`config.mk`:
```
export PLATFORM = sky130hd
export DESIGN_NAME = adc_strobe_pulse_gen
export DESIGN_NICKNAME = d
export VERILOG_FILES = /design/src/rtl/adc_timing_pkg.sv /design/src/rtl/load_down_counter.sv /design/src/rtl/adc_strobe_pulse_gen.sv
export SDC_FILE = /design/constraint.sdc
export NUM_CORES = 1
export LEC_CHECK = 0
export ABC_CLOCK_PERIOD_IN_PS = 4900
export BUFFER_PORTS_ARGS = -buffer_cell sky130_fd_sc_hd__clkbuf_2
export CORE_MARGIN = 3
export CORE_UTILIZATION = 50
export CTS_BUF_LIST = sky130_fd_sc_hd__clkbuf_2 sky130_fd_sc_hd__clkbuf_4 sky130_fd_sc_hd__clkbuf_8
export DETAILED_ROUTE_END_ITERATION = 12
export PLACE_DENSITY_LB_ADDON = 0.15
export RECOVER_POWER = 100
export SETUP_SLACK_MARGIN = 0.3
export SYNTH_ARGS = -nofsm -noshare
export SYNTH_HDL_FRONTEND = slang
export SYNTH_HIERARCHICAL = 1
export SYNTH_SLANG_ARGS = --single-unit
```
`constraint.sdc`:
```
create_clock -name CLK -period 4.9 [get_ports CLK]
set_clock_uncertainty 0.15 [all_clocks]
set_input_delay 0.245 -clock CLK [delete_from_list [all_inputs] [get_ports CLK]]
set_output_delay 0.245 -clock CLK [all_outputs]
set_load 0.01 [all_outputs]
```
`src/rtl/adc_timing_pkg.sv`:
```
// -----------------------------------------------------------------------------
// adc_timing_pkg
// Shared types and constants for the ADC_Timing pulse/edge path.
//   pulse_state_t      : strobe FSM state encoding
//   CNT_W_DEFAULT      : default counter / miss-count width
//   MISS_SAT_DEFAULT   : saturation value of MISS_CNT at the default width
//   miss_sat()         : saturation value of MISS_CNT for an arbitrary width
// -----------------------------------------------------------------------------
package adc_timing_pkg;

  typedef enum logic [1:0] {
    IDLE    = 2'd0,
    DELAY   = 2'd1,
    HIGH    = 2'd2,
    HOLDOFF = 2'd3
  } pulse_state_t;

  localparam int unsigned CNT_W_DEFAULT = 16;

  // Largest value MISS_CNT may hold before it sticks.
  localparam logic [CNT_W_DEFAULT-1:0] MISS_SAT_DEFAULT = {CNT_W_DEFAULT{1'b1}};

  // Saturation value for a width w (1..32), as a 32-bit quantity.
  function automatic logic [31:0] miss_sat(input int unsigned w);
    logic [31:0] v;
    v = '0;
    for (int i = 0; i < 32; i++) begin
      if (i < w) v[i] = 1'b1;
    end
    return v;
  endfunction

endpackage

```
`src/rtl/load_down_counter.sv`:
```
// -----------------------------------------------------------------------------
// load_down_counter
// Loadable down-counter that stops at zero. Shared by every timed state of the
// strobe FSM: the FSM loads N-1 on entry to a state and leaves when ZERO is set.
// Ports:
//   CLK    : clock, rising edge
//   RST_N  : synchronous active-low reset (count -> 0)
//   LOAD   : load VALUE at the next edge (has priority over counting)
//   VALUE  : value to load
//   ZERO   : count is zero
// -----------------------------------------------------------------------------
module load_down_counter #(
  parameter int unsigned CNT_W = 16
) (
  input  logic             CLK,
  input  logic             RST_N,
  input  logic             LOAD,
  input  logic [CNT_W-1:0] VALUE,
  output logic             ZERO
);

  localparam logic [CNT_W-1:0] ONE = {{(CNT_W-1){1'b0}}, 1'b1};

  logic [CNT_W-1:0] r_count;

  always_ff @(posedge CLK) begin
    if (!RST_N) begin
      r_count <= '0;
    end else if (LOAD) begin
      r_count <= VALUE;
    end else if (r_count != '0) begin
      r_count <= r_count - ONE;
    end
  end

  assign ZERO = (r_count == '0);

endmodule

```
`src/rtl/adc_strobe_pulse_gen.sv`:
```
// -----------------------------------------------------------------------------
// adc_strobe_pulse_gen
// Turns a single-cycle trigger into a delayed, fixed-width CONVST strobe
// followed by a hold-off window. Triggers arriving while busy are counted.
//
// state   | meaning
// --------+-----------------------------------------------------------
// IDLE    | waiting for TRIG with EN=1
// DELAY   | counting DELAY_CYC before the strobe asserts
// HIGH    | strobe asserted for WIDTH_CYC (min 1) cycles
// HOLDOFF | dead time of HOLDOFF_CYC cycles before re-arming
//
// Ports:
//   CLK, RST_N        : clock and synchronous active-low reset
//   EN, TRIG          : trigger enable and trigger pulse
//   DELAY_CYC         : trigger-to-strobe delay in cycles
//   WIDTH_CYC         : strobe width in cycles (0 acts as 1)
//   HOLDOFF_CYC       : dead cycles after the strobe
//   CLR_MISS          : clear MISS_CNT
//   PULSE             : strobe, polarity set by ACTIVE_HIGH, registered
//   BUSY              : FSM not idle, registered
//   DONE              : one cycle as the strobe deasserts
//   MISSED            : one cycle per rejected trigger
//   MISS_CNT          : saturating count of rejected triggers
// -----------------------------------------------------------------------------
module adc_strobe_pulse_gen
  import adc_timing_pkg::*;
#(
  parameter int unsigned CNT_W       = CNT_W_DEFAULT,
  parameter logic        ACTIVE_HIGH = 1'b1
) (
  input  logic             CLK,
  input  logic             RST_N,
  input  logic             EN,
  input  logic             TRIG,
  input  logic [CNT_W-1:0] DELAY_CYC,
  input  logic [CNT_W-1:0] WIDTH_CYC,
  input  logic [CNT_W-1:0] HOLDOFF_CYC,
  input  logic             CLR_MISS,
  output logic             PULSE,
  output logic             BUSY,
  output logic             DONE,
  output logic             MISSED,
  output logic [CNT_W-1:0] MISS_CNT
);

  localparam logic [CNT_W-1:0] ONE      = {{(CNT_W-1){1'b0}}, 1'b1};
  localparam logic [CNT_W-1:0] MISS_SAT = {CNT_W{1'b1}};
  localparam logic             P_ON     = ACTIVE_HIGH;
  localparam logic             P_OFF    = ~ACTIVE_HIGH;

  pulse_state_t     r_state;
  logic [CNT_W-1:0] r_width_m1;
  logic [CNT_W-1:0] r_holdoff;
  logic             r_pulse;
  logic             r_busy;
  logic             r_done;
  logic             r_missed;
  logic [CNT_W-1:0] r_miss_cnt;

  logic             w_zero;
  logic             w_load;
  logic [CNT_W-1:0] w_value;
  logic [CNT_W-1:0] w_width_in_m1;
  logic             w_finishing;
  logic             w_free;
  logic             w_accept;
  logic             w_miss;

  assign w_width_in_m1 = (WIDTH_CYC == '0) ? '0 : (WIDTH_CYC - ONE);

  // The edge that returns the FSM to IDLE is already free for a new trigger,
  // so the next strobe can start exactly D+W+H edges after the previous one
  // (back-to-back strobes when D=0, W<=1, H=0).
  assign w_finishing = ((r_state == HIGH)    && w_zero && (r_holdoff == '0)) ||
                       ((r_state == HOLDOFF) && w_zero);
  assign w_free      = (r_state == IDLE) || w_finishing;
  assign w_accept    = w_free && EN && TRIG;
  assign w_miss      = !w_free && TRIG;

  always_comb begin
    w_load  = 1'b0;
    w_value = '0;
    if (w_accept) begin
      w_load  = 1'b1;
      w_value = (DELAY_CYC == '0) ? w_width_in_m1 : (DELAY_CYC - ONE);
    end else begin
      case (r_state)
        DELAY: begin
          if (w_zero) begin
            w_load  = 1'b1;
            w_value = r_width_m1;
          end
        end
        HIGH: begin
          if (w_zero && (r_holdoff != '0)) begin
            w_load  = 1'b1;
            w_value = r_holdoff - ONE;
          end
        end
        default: ;
      endcase
    end
  end

  load_down_counter #(
    .CNT_W (CNT_W)
  ) u_cnt (
    .CLK   (CLK),
    .RST_N (RST_N),
    .LOAD  (w_load),
    .VALUE (w_value),
    .ZERO  (w_zero)
  );

  always_ff @(posedge CLK) begin
    if (!RST_N) begin
      r_state    <= IDLE;
      r_width_m1 <= '0;
      r_holdoff  <= '0;
      r_pulse    <= P_OFF;
      r_busy     <= 1'b0;
      r_done     <= 1'b0;
      r_missed   <= 1'b0;
    end else begin
      r_missed <= w_miss;
      r_done   <= (r_state == HIGH) && w_zero;
      if (w_accept) begin
        r_width_m1 <= w_width_in_m1;
        r_holdoff  <= HOLDOFF_CYC;
        r_busy     <= 1'b1;
        if (DELAY_CYC == '0) begin
          r_state <= HIGH;
          r_pulse <= P_ON;
        end else begin
          r_state <= DELAY;
          r_pulse <= P_OFF;
        end
      end else begin
        case (r_state)
          IDLE: begin
            r_pulse <= P_OFF;
            r_busy  <= 1'b0;
          end
          DELAY: begin
            if (w_zero) begin
              r_state <= HIGH;
              r_pulse <= P_ON;
            end
          end
          HIGH: begin
            if (w_zero) begin
              r_pulse <= P_OFF;
              if (r_holdoff != '0) begin
                r_state <= HOLDOFF;
              end else begin
                r_state <= IDLE;
                r_busy  <= 1'b0;
              end
            end
          end
          HOLDOFF: begin
            if (w_zero) begin
              r_state <= IDLE;
              r_busy  <= 1'b0;
            end
          end
          default: begin
            r_state <= IDLE;
            r_pulse <= P_OFF;
            r_busy  <= 1'b0;
          end
        endcase
      end
    end
  end

  // A miss coinciding with a clear counts as the first miss after the clear.
  always_ff @(posedge CLK) begin
    if (!RST_N) begin
      r_miss_cnt <= '0;
    end else if (w_miss) begin
      if (CLR_MISS) begin
        r_miss_cnt <= ONE;
      end else if (r_miss_cnt != MISS_SAT) begin
        r_miss_cnt <= r_miss_cnt + ONE;
      end
    end else if (CLR_MISS) begin
      r_miss_cnt <= '0;
    end
  end

  assign PULSE    = r_pulse;
  assign BUSY     = r_busy;
  assign DONE     = r_done;
  assign MISSED   = r_missed;
  assign MISS_CNT = r_miss_cnt;

endmodule
```
==> flow_summary_export.csv, run 1 <==
group,metric,value,unit
power_and_ir_drop,peakVddDrop,0.205,mV
clock_tree,cts_buffers,9,
timing,rsz0062_at_grt,"false",
timing,relSlewSlack,32.4,%
detailed_routing,wirelength_met1,6350,µm
placed_design,place_hpwl,10600,µm
critical_path,crit_family,"simple AND/OR/NAND/NOR gates",
critical_path,cpMostUsedCell,"nand2_1",
layout,final_core_util,61.3,%
synth,ys_ff_latch,70,
clock_tree,htreeDepth,3,
floorplan,die_area,10700,µm²
floorplan,initial_utilization,53.0,%
critical_path,arrival,4.15,ns
power_and_ir_drop,p_int,1270,µW
placed_design,gp_congestion,0.963,
clock_tree,cts_tree,"built",
floorplan,rows,34,
global_routing,grt_overflow,0,
clock_tree,cts_root_buf,"clkbuf_8",
detailed_routing,dr.max_layer_used,"met4",
floorplan,die_w,104,µm
power_and_ir_drop,p_leak,0.00198,µW
clock_tree,clock-sinks,70,
global_routing,track_usage,26.0,%
detailed_routing,drtPass1Iterations,5,
power_and_ir_drop,power_density,385,nW/µm²
power_and_ir_drop,combPwrFrac,41.3,%
clock_tree,clockBufferDepth,2,
synth,synth_nets,702,
detailed_routing,wl,14200,µm
layout,fin_nets,772,
detailed_routing,wl_per_cell,16.9,µm
synth,ys.flop_type,"dfxtp_1",
timing,slew_viol_final,0,
layout,area_growth_syn_to_layout,15.7,%
power_and_ir_drop,p_clk_share,22.9,%
floorplan,coreArea,8980,µm²
timing,whs,0.0937,ns
critical_path,worstPathRequired,4.97,ns
synth,syn_inst,638,
critical_path,crit_type,"flop to flop",
timing,setup_violations,0,
power_and_ir_drop,p_seq_share,35.8,%
timing,fmax,245,MHz
floorplan,io_pins,73,
global_routing,grt_pass1_vias,4707,
timing,finalCritPeriodShare,83.3,%
timing,worst_pin_slew,1.01,ns
synth,synth-edff-count,0,
synth,synth_seq_area_share,29.5,%
global_routing,grt_start_max_net_pins,37,
critical_path,path_max_fanout,31,
synth,yosysWarnings,6,
synth,async_flop_share,0,%
clock_tree,cts-resized-gates,0,
detailed_routing,drt_first_iter_violations,336,
synth,synth_area,4760,µm²
critical_path,path_cells,"inv_1, ha_1, nor2b_1, nand3_1, nor4_1, clkbuf_1, nand2_1, nor2_1, a21oi_4, buf_4, nand2_1, o32ai_1, mux2_2, o311ai_0, o211ai_1",
power_and_ir_drop,p_sw_share,40.2,%
critical_path,cpPeakStageDelay,0.35,ns
detailed_routing,met2_length,6630,µm
global_routing,grt_pass1_wl,23200,µm
placed_design,dp_slack,1.06,ns
run,maxCapViolations,0,
worst_hold_path,hold_path.class,"primary input to flop",
synth,synth_cell_types,65,
critical_path,cp_slowest_cell,"dfxtp_1",
detailed_routing,vias_per_cell,6.08,
placed_design,portBuffers,72,
outcome,status,"completed",
critical_path,endpoint_kind,"flop",
timing,timing.setup.tns,0,ns
synth,avgSynthCellArea,7.46,µm²
detailed_routing,antenna_left,0,
detailed_routing,num_vias,5098,
timing,fin_crit,4.08,ns
timing,final_hold_viol_count,0,
power_and_ir_drop,p_sw,850,µW
floorplan,die_h,104,µm
clock_tree,clk_pin_slew,0.08,ns
detailed_routing,drc,0,
critical_path,critical_path_buf_inv_count,3,
layout,diodes,0,
global_routing,antenna_found_initial,0,
critical_path,cp-start-kind,"flop",
detailed_routing,met3WireLength,813,µm
timing,setup_slack,0.820,ns
layout,drive_gt1_share,13.2,%
clock_tree,clock_latency,0.35,ns
-- cell type report --
type / instances / area [µm²]
clock buffer: 13 / 166
timing repair buffer: 96 / 548
sequential: 70 / 1400
clock inverter: 3 / 42.5
fill: 845 / 3470
multi-input combinational: 512 / 3120
tap: 126 / 158
inverter: 19 / 71.3
-- layout by cell type, fill, tap and decap left out, types with 16 or more instances in the layout --
master         count
xnor2_1           16
nand4_1           17
dlygate4sd3_1     16
xor2_1            18
dfxtp_1           70
clkbuf_1          22
inv_1             18
nor3_1            23
a21oi_1           54
or4_1             19
a22oi_1           18
nand3_1           21
nand2_1           94
o21ai_0           32
clkbuf_2          52
nor2_1            46
-- logic make-up after synthesis --
logic type | after synthesis | share of synthesized area [%]
multiplexers | 7 | 1.58
XOR/XNOR | 34 | 6.26
adder cells (fa/ha/maj) | 11 | 2.89
flip-flops | 70 | 29.5
buffers and inverters | 56 | 5.15
AND/OR/NAND/NOR | 285 | 30.9
AO/OA/AOI/OAI | 175 | 23.8
-- power by group through the flow --
stage                     Clock, µW  Sequential [µW]  Combinational [µW]
after floorplan                   0              740                 651
after global placement            0              762                 838
after detailed placement          0              767                 853
after CTS                       497              754                 867
after global routing            517              769                 961
final                           484              758                 874
-- sequential cells by signal, indices dropped and copies added (netlist names) --
signal         count
r_holdoff         16
u_cnt/r_count     16
BUSY               1
r_width_m1        16
r_state            2
MISSED             1
DONE               1
MISS_CNT          16
PULSE              1
-- cell usage after synthesis (3+ instances only) --
library cell | count | share of area (%)
a211oi_1 | 6 | 0.95
a21oi_1 | 55 | 5.8
a22oi_1 | 18 | 2.8
a31o_2 | 3 | 0.55
a31oi_1 | 5 | 0.66
and2_1 | 8 | 1.1
and3_1 | 7 | 0.92
and4_1 | 3 | 0.55
buf_2 | 10 | 1.1
clkbuf_1 | 23 | 1.8
dfxtp_1 | 70 | 29
ha_1 | 11 | 2.9
inv_1 | 18 | 1.4
mux2_2 | 4 | 0.95
mux2i_1 | 3 | 0.63
nand2_1 | 94 | 7.4
nand3_1 | 21 | 2.2
nand4_1 | 17 | 2.2
nand4b_1 | 3 | 0.55
nor2_1 | 46 | 3.6
nor2b_1 | 6 | 0.79
nor3_1 | 23 | 2.4
nor4_1 | 11 | 1.4
o211ai_1 | 6 | 0.95
o21ai_0 | 29 | 3.1
o21ai_1 | 5 | 0.53
o22ai_1 | 6 | 0.79
o2bb2ai_1 | 3 | 0.55
o31ai_1 | 14 | 2.2
o32ai_1 | 4 | 0.74
o41ai_1 | 4 | 0.74
or3_1 | 10 | 1.3
or4_1 | 19 | 3.0
xnor2_1 | 16 | 2.9
xor2_1 | 18 | 3.3
-- per-layer routing --
layer,track usage [%],up-vias
li1,-,2506
met5,0,-
met1,34.5,2405
met2,42.9,166
met3,3.98,21
met4,9.31,0
-- path summary, 6_finish.rpt --
path,from,depth (start not counted),endpoint,slack (ns)
setup / recovery,u_cnt/r_count[0],15,u_cnt/r_count[15],0.82
hold / removal,CLR_MISS,3,MISS_CNT[0],0.09
hold reg to reg,r_width_m1[4],2,r_width_m1[4],0.31
setup reg to reg,u_cnt/r_count[0],15,u_cnt/r_count[15],0.82
-- stage by stage --
step / instances / power, µW / area, µm²
3_3_place_gp: 807 / 1600 / 5170
3_5_place_dp: 807 / 1620 / 5170
4_1_cts: 839 / 2120 / 5540
6_report: 839 / 2120 / 5500
2_1_floorplan: 638 / 1390 / 4760
5_1_grt: 839 / 2250 / 5500
-- worst register-to-register path, stage by stage, from the launching register on --
cell and delay (ns):
dfxtp_1 0.35, inv_1 0.09, ha_1 0.22, nor2b_1 0.33, nand3_1 0.17, nor4_1 0.32, clkbuf_1 0.32, nand2_1 0.26
nor2_1 0.27, a21oi_4 0.19, buf_4 0.30, nand2_1 0.35, o32ai_1 0.13, mux2_2 0.27, o311ai_0 0.09, o211ai_1 0.13
-- repair_timing --
| action | CTS | global route |
|---|---|---|
| setup endpoints to repair | 0 | 0 |
| buffers inserted | 0 | 0 |
| endpoints found under the hold margin | 16 | 0 |
| hold buffers | 16 | 0 |
Note: power is estimated with default switching activity, not from simulation.
==> inputs of run 2 (changes only) <==
--- a/config.mk
+++ b/config.mk
@@ -5,7 +5,7 @@
 export SDC_FILE = /design/constraint.sdc
 export NUM_CORES = 1
 export LEC_CHECK = 0
-export ABC_CLOCK_PERIOD_IN_PS = 4900
+export ABC_CLOCK_PERIOD_IN_PS = 3900
 export BUFFER_PORTS_ARGS = -buffer_cell sky130_fd_sc_hd__clkbuf_2
 export CORE_MARGIN = 3
 export CORE_UTILIZATION = 50
==> constraint.sdc (replaced) <==
create_clock -name CLK -period 3.9 [get_ports CLK]
set_clock_uncertainty 0.15 [all_clocks]
set_input_delay 0.195 -clock CLK [delete_from_list [all_inputs] [get_ports CLK]]
set_output_delay 0.195 -clock CLK [all_outputs]
set_load 0.01 [all_outputs]
==> run 2 against run 1 <==
  * Worst hold slack worse by 0.068 ns
  * Clock-buffer cell count shrank 1
  * First-iteration DRC count rose by 35%
  * Final area grew 1.4%
  * Global-route usage fell by 0.47 points
  * Wire length down 1.3%
  * Register-to-register slack got worse by 0.29 ns
  * Maximum frequency rose by 21%
  * Largest power group unchanged
==> flow_summary_export.csv, run 2 (synthesized netlist as in run 1, its figures left out) <==
group,metric,value,unit
timing,finalCritPeriodShare,86.5,%
critical_path,worstPathRequired,4.02,ns
global_routing,grt_pass1_wl,22800,µm
timing,setup_violations,0,
layout,area_growth_syn_to_layout,17.4,%
critical_path,arrival,3.49,ns
layout,fin_nets,778,
detailed_routing,drt_first_iter_violations,454,
power_and_ir_drop,p_leak,0.00204,µW
placed_design,portBuffers,72,
critical_path,path_max_fanout,21,
global_routing,grt_pass1_vias,4684,
layout,diodes,0,
layout,drive_gt1_share,14.7,%
floorplan,io_pins,73,
critical_path,endpoint_kind,"flop",
detailed_routing,drc,0,
timing,worst_pin_slew,0.670,ns
timing,relSlewSlack,54.9,%
timing,rsz0062_at_grt,"true",
floorplan,rows,34,
clock_tree,clk_pin_slew,0.07,ns
floorplan,die_w,104,µm
detailed_routing,antenna_left,0,
clock_tree,cts_buffers,9,
clock_tree,cts_root_buf,"clkbuf_8",
placed_design,gp_congestion,0.897,
clock_tree,clockBufferDepth,2,
timing,whs,0.0261,ns
power_and_ir_drop,power_density,495,nW/µm²
power_and_ir_drop,peakVddDrop,0.249,mV
layout,layout_common_cells,"nand2_1 (92), dfxtp_1 (70), a21oi_1 (54)",
timing,fmax,296,MHz
floorplan,initial_utilization,53.0,%
global_routing,track_usage,25.5,%
timing,slew_viol_final,0,
detailed_routing,num_vias,5133,
clock_tree,clock_latency,0.36,ns
detailed_routing,drtPass1Iterations,5,
timing,fin_crit,3.37,ns
clock_tree,clock-sinks,70,
clock_tree,post_cts_buffers,0,
timing,timing.setup.tns,0,ns
floorplan,die_area,10700,µm²
global_routing,grt_overflow,0,
detailed_routing,wl_per_cell,16.5,µm
timing,final_hold_viol_count,0,
global_routing,grt_start_max_net_pins,37,
outcome,status,"completed",
clock_tree,cts_tree,"built",
run,maxCapViolations,0,
layout,layout_commonest_cell,"nand2_1",
clock_tree,htreeDepth,3,
critical_path,cp-start-kind,"flop",
floorplan,die_h,104,µm
placed_design,place_hpwl,10300,µm
detailed_routing,vias_per_cell,6.07,
global_routing,antenna_found_initial,0,
critical_path,crit_type,"flop to flop",
floorplan,coreArea,8980,µm²
detailed_routing,wl,14000,µm
worst_hold_path,hold_path.class,"primary input to flop",
## run 2: changes by cell type in the layout (fill, tap and decap cells not counted), sizes merged
cell / change
buf: +8
clkbuf: -3
bufinv: +1
clkinv: +1
clkinvlp: -1
## run 2: final timing paths
| check | start | endpoint | slack, ns | depth (start not counted) |
|---|---|---|---|---|
| max | u_cnt/r_count[0] | u_cnt/r_count[7] | 0.53 | 13 |
| min | CLR_MISS | MISS_CNT[0] | 0.03 | 3 |
| max reg2reg | u_cnt/r_count[0] | u_cnt/r_count[7] | 0.53 | 13 |
| min reg2reg | r_width_m1[4] | r_width_m1[4] | 0.31 | 2 |
## run 2: timing repair
| item | 4_1_cts | 5_1_grt |
|---|---|---|
| hold buffers | 16 | 0 |
| gates resized for setup | 1 | 4 |
| endpoints found under the setup margin | 1 | 16 |
| hold endpoints to repair | 16 | 0 |
## run 2: per-layer routing
| layer | track usage [%] | routed length (µm) |
|---|---|---|
| met1 | 34.9 | 6260 |
| met2 | 41.2 | 6480 |
| met3 | 4.04 | 983 |
| met4 | 8.26 | 245 |
| met5 | 0 | 0 |
## run 2: metrics by stage
stage / power, µW / instances / setup slack [ns] / util (%) / area (µm²)
after global placement: 2040 / 813 / 0.459 / 58.1 / 5220
after CTS: 2740 / 845 / 0.379 / 62.5 / 5610
final: 2760 / 845 / 0.527 / 62.2 / 5580
after detailed placement: 2060 / 813 / 0.217 / 58.1 / 5220
after global routing: 2930 / 845 / 0.174 / 62.2 / 5580
after floorplan: 1750 / 638 / 0.615 / - / 4760
## run 2: final cells by class
| type | instances | area [µm²] |
|---|---|---|
| fill | 822 | 3390 |
| multi-input combinational | 512 | 3130 |
| tap | 126 | 158 |
| inverter | 19 | 71.3 |
| timing repair buffer | 102 | 601 |
| clock inverter | 4 | 70.1 |
| sequential | 70 | 1400 |
| clock buffer | 12 | 153 |
## run 2: worst max-delay path, cell delays in order (launching register included)
cell and delay (ns):
dfxtp_1 0.40, inv_1 0.08, ha_1 0.24, nor2b_1 0.19, nand3_1 0.18, nor4_2 0.08, buf_4 0.17, a21oi_1 0.18
nor2_1 0.11, a21oi_4 0.48, nand2_2 0.25, nor2b_1 0.26, nand2_1 0.25, o21ai_0 0.26
## run 2: report_power, final
group          leakage (µW)  total, µW  switching (µW)  internal (µW)
registers          0.000571        950             126            824
clock network      0.000117        668             278            390
logic               0.00135       1140             697            448
total               0.00204       2760            1100           1660
